File: config.mk
export PLATFORM = sky130hd
export DESIGN_NAME = bit_serial_add_ctrl
export DESIGN_NICKNAME = d
export VERILOG_FILES = /design/src/rtl/bit_serial_add_ctrl.sv
export SDC_FILE = /design/constraint.sdc
export NUM_CORES = 1
export LEC_CHECK = 0
export ABC_AREA = 0
export BUFFER_PORTS_ARGS = -buffer_cell sky130_fd_sc_hd__buf_2
export CAP_MARGIN = 30
export CELL_PAD_IN_SITES_DETAIL_PLACEMENT = 1
export CELL_PAD_IN_SITES_GLOBAL_PLACEMENT = 1
export CORE_MARGIN = 2
export CORE_UTILIZATION = 40
export CTS_BUF_LIST = sky130_fd_sc_hd__clkbuf_8 sky130_fd_sc_hd__clkbuf_16
export DETAILED_ROUTE_END_ITERATION = 10
export HOLD_SLACK_MARGIN = 0.03
export PLACE_DENSITY = 0.82
export SKIP_CTS_REPAIR_TIMING = 1
export SLEW_MARGIN = 5
export SYNTH_ARGS = -nofsm -noshare
export SYNTH_HDL_FRONTEND = slang
export SYNTH_SLANG_ARGS = --single-unit
File: constraint.sdc
create_clock -name clk -period 2 [get_ports clk]
set_clock_uncertainty 0.05 [all_clocks]
set_input_delay 0.4 -clock clk [delete_from_list [all_inputs] [get_ports clk]]
set_output_delay 0.4 -clock clk [all_outputs]
set_load 0.02 [all_outputs]
File: src/rtl/bit_serial_add_ctrl.sv
// Bit-serial adder controller: start/busy/done handshake that loads two operands,
// then steps them LSB-first through a 1-bit full adder for WIDTH cycles.
module bit_serial_add_ctrl #(
   parameter  int unsigned WIDTH = 8,
   localparam int unsigned CNT_W = $clog2(WIDTH + 1)
) (
   input  logic             clk,
   input  logic             rst,
   input  logic             start,
   input  logic [WIDTH-1:0] a,
   input  logic [WIDTH-1:0] b,
   input  logic             cin,
   output logic             busy,
   output logic             done,
   output logic [WIDTH-1:0] sum,
   output logic             cout,
   output logic             ovf,
   output logic             sum_bit,
   output logic             sum_bit_valid
);

   typedef enum logic [1:0] {S_IDLE, S_LOAD, S_SHIFT, S_DONE} state_t;

   state_t           state_q;
   logic [CNT_W-1:0] cnt_q;
   logic [WIDTH-1:0] opa_q, opb_q, sum_q;
   logic             carry_q, cout_q, ovf_q, busy_q, done_q, valid_q;
   logic             s_d, carry_d;

   // Full adder on the current operand LSBs and the carry flip-flop.
   always_comb begin
      s_d     = opa_q[0] ^ opb_q[0] ^ carry_q;
      carry_d = (opa_q[0] & opb_q[0]) | (opa_q[0] & carry_q) | (opb_q[0] & carry_q);
   end

   always_ff @(posedge clk) begin
      if (rst) begin
         state_q <= S_IDLE;
         cnt_q   <= '0;
         opa_q   <= '0;
         opb_q   <= '0;
         sum_q   <= '0;
         carry_q <= 1'b0;
         cout_q  <= 1'b0;
         ovf_q   <= 1'b0;
         busy_q  <= 1'b0;
         done_q  <= 1'b0;
         valid_q <= 1'b0;
      end else begin
         done_q <= 1'b0;
         case (state_q)
            S_IDLE: begin
               if (start) begin
                  state_q <= S_LOAD;
                  busy_q  <= 1'b1;
               end
            end
            S_LOAD: begin
               opa_q   <= a;
               opb_q   <= b;
               carry_q <= cin;
               sum_q   <= '0;
               cnt_q   <= '0;
               valid_q <= 1'b1;
               state_q <= S_SHIFT;
            end
            S_SHIFT: begin
               carry_q <= carry_d;
               opa_q   <= opa_q >> 1;
               opb_q   <= opb_q >> 1;
               sum_q   <= {s_d, sum_q[WIDTH-1:1]};
               cnt_q   <= cnt_q + CNT_W'(1);
               // Final bit: carry_q is the carry into the MSB, carry_d the carry out.
               if (cnt_q == CNT_W'(WIDTH - 1)) begin
                  cout_q  <= carry_d;
                  ovf_q   <= carry_q ^ carry_d;
                  busy_q  <= 1'b0;
                  valid_q <= 1'b0;
                  done_q  <= 1'b1;
                  state_q <= S_DONE;
               end
            end
            S_DONE: begin
               if (start) begin
                  state_q <= S_LOAD;
                  busy_q  <= 1'b1;
               end else begin
                  state_q <= S_IDLE;
               end
            end
            default: state_q <= S_IDLE;
         endcase
      end
   end

   assign busy          = busy_q;
   assign done          = done_q;
   assign sum           = sum_q;
   assign cout          = cout_q;
   assign ovf           = ovf_q;
   assign sum_bit_valid = valid_q;
   assign sum_bit       = (state_q == S_SHIFT) & s_d;

endmodule

==> results.toml <==
[synthesis]
synthTopCellsByArea = "dfxtp_1 43%, mux2i_1 9.5%, a211oi_1 7.6%, ha_1 5.2%, nor2_1 4.7%"
synth_nets = 213
ys.flop_type = "dfxtp_1"
async_reset_ff_share_pct = 0
synth-edff-count = 0
yosys.area.top_type = "dfxtp_1"
synth_commonest_cells = "36 x dfxtp_1, 21 x nor2_1, 17 x a211oi_1, 16 x mux2i_1, 13 x a21oi_1"
yosysMostFrequentCell = "dfxtp_1"
synth_area_sq_mm = 0.00168
ys_ff_latch = 36
syn_inst = 185
avgSynthCellArea_sq_um = 9.10
yosysWarnings = 0
synth_cell_type_count = 36
ys_seq_area_share_pct = 42.8
synth_top_area_share_pct = 42.8

[route]
ant_nets = 0
drc_errors = 0
vias = 1416
drtIter0Drc = 62
avgViaCountPerCell = 5.30
wl_per_cell_um = 14.3
first_pass_iters = 4
wl_mm = 3.83

[clock_tree]
clock_path_buffers = 2
cts_tree = "yes"
cts_inserted_buffers = 5
cts_num_sinks = 36
htreeDepth = 2
clk_pin_slew_ps = 70
cts_root_buffer = "clkbuf_8"
clkLatencyLatePin_ps = 300

[setup_path]
start_kind = "flip-flop"
crit_required_ps = 1550
crit_arrival_ps = 1480
crit_fanout = 2
path_class = "flip-flop to output pin"
end_kind = "output pin"

[die]
core_area_sq_mm = 0.00403
start_util_pct = 41.8
die_h_um = 68.9
ios = 34
die_w_um = 68.9
rows = 23
die_area_sq_mm = 0.00474

[power_and_ir_drop]
seq_power_share_pct = 34.0
power_switching_w = 0.00116
switching_share_pct = 39.8
comb_power_share_pct = 47.4
power.density_mw_per_mm2 = 1440
p_int_w = 0.00176
clockPowerShare_pct = 18.6
leakage_nw = 0.795
ir_worst_vdd_v = 0.000972

[global_route]
grt_pass1_wl_mm = 6.11
antenna_found_initial = 0
grt_pass1_vias = 1287
overflow = 0
grt_max_degree = 43
grt_use_total_pct = 17.6

[flow_run]
max_cap_viol_count = 0

[sta]
worst_slew_pin_slew_ps = 535
setup_viol = 0
clock.fmax_mhz = 517
drv_slew = 0
hold_viol = 0
slew_headroom_pct = 64.3
fin_crit_ps = 1930
post-route-period-util_pct = 96.7
whs_ps = 314
rsz0062_at_grt = "false"

[hold_path]
hp-class = "input port to flip-flop"

[run_status]
outcome = "completed"

[final_layout]
drive_gt1_share_pct = 24.9
synthToLayoutAreaGrowth_pct = 19.9
antennaDiodeCount = 0
fin_nets = 244
final_cells = 267
finish.utilization_pct = 50.1

[placed_design]
dp.cells = 258
place_hpwl_mm = 2.66
gp_congestion = 0.694
io_buffers = 33
power by group through the flow:
stage / clock (W) / sequential, W / combinational, W
3_5_place_dp: 0 / 0.00100 / 0.00136
6_report: 0.000541 / 0.000991 / 0.00138
3_3_place_gp: 0 / 0.000998 / 0.00133
4_1_cts: 0.000563 / 0.000985 / 0.00137
5_1_grt: 0.000591 / 0.00101 / 0.00155
2_1_floorplan: 0 / 0.000997 / 0.00102
final timing paths:
path	start	slack (ps)	cells past startpoint	to
worst min register to register	sum[0]	420	2	sum[0]
worst max register to register	state_q[1]	160	5	state_q[0]
worst min-delay path	a[7]	310	3	opa_q[7]
worst max-delay path	opa_q[0]	70	4	sum_bit
state kept, by name, summed over array words and instances (netlist names):
name	cells
opb_q	8
ovf	1
opa_q	8
state_q	2
cnt_q	4
busy	1
sum_bit_valid	1
done	1
cout	1
carry_q	1
sum	8
worst max-delay path, stage by stage (launching register included):
cell	delay (ps)
dfxtp_1	330
inv_1	60
fa_1	480
nor2b_2	180
buf_6	140
final cells by class:
cell class / count / area [sq um]
fillers: 484 / 2010
multi-input cells: 124 / 872
flip-flops and latches: 36 / 723
repair buffers: 39 / 229
clock buffers: 6 / 82.6
well taps: 50 / 62.6
inverters: 10 / 37.5
clock inverters: 2 / 11.3
cells in the final DEF, fill, tap and decap left out, drive strengths merged, types with 2 or more instances in the layout:
cell type  instances
dfxtp             36
nor2              21
nand3             10
a211oi            17
nor3               3
nand2              9
or4                2
clkbuf             6
o21ai              2
mux2i             16
a21oi             13
inv               11
nor2b              6
ha                 7
buf               39
a22oi              2
logic make-up (layout without fill, tap and decap cells):
logic type	after synthesis	in the layout	share of synthesized area, %
AO/OA/AOI/OAI	42	42	17.9
XOR/XNOR	1	1	0.521
flip-flops	36	36	42.8
multiplexers	16	16	9.52
adder cells (fa/ha/maj)	8	8	6.39
AND/OR/NAND/NOR	57	57	16.6
buffers and inverters	25	57	6.24
metrics by stage:
step	TNS, ps	total power, W	worst slack, ps	instance area (sq um)
after detailed placement	0	0.00236	125	1890
after CTS	-105	0.00292	-105	1990
after global placement	0	0.00233	193	1890
after global routing	0	0.00316	21.8	2020
after floorplan	0	0.00201	254	1680
final	0	0.00292	65.9	2020
routing by layer:
layer,global-route usage (%),vias to the layer above,part of all wire [%]
li1,-,709,-
met1,24.2,677,47
met2,26.3,24,48
met3,5.36,6,3.7
met4,5.88,0,1.7
met5,0,-,0
No activity file was read; power rests on OpenSTA's default activity.
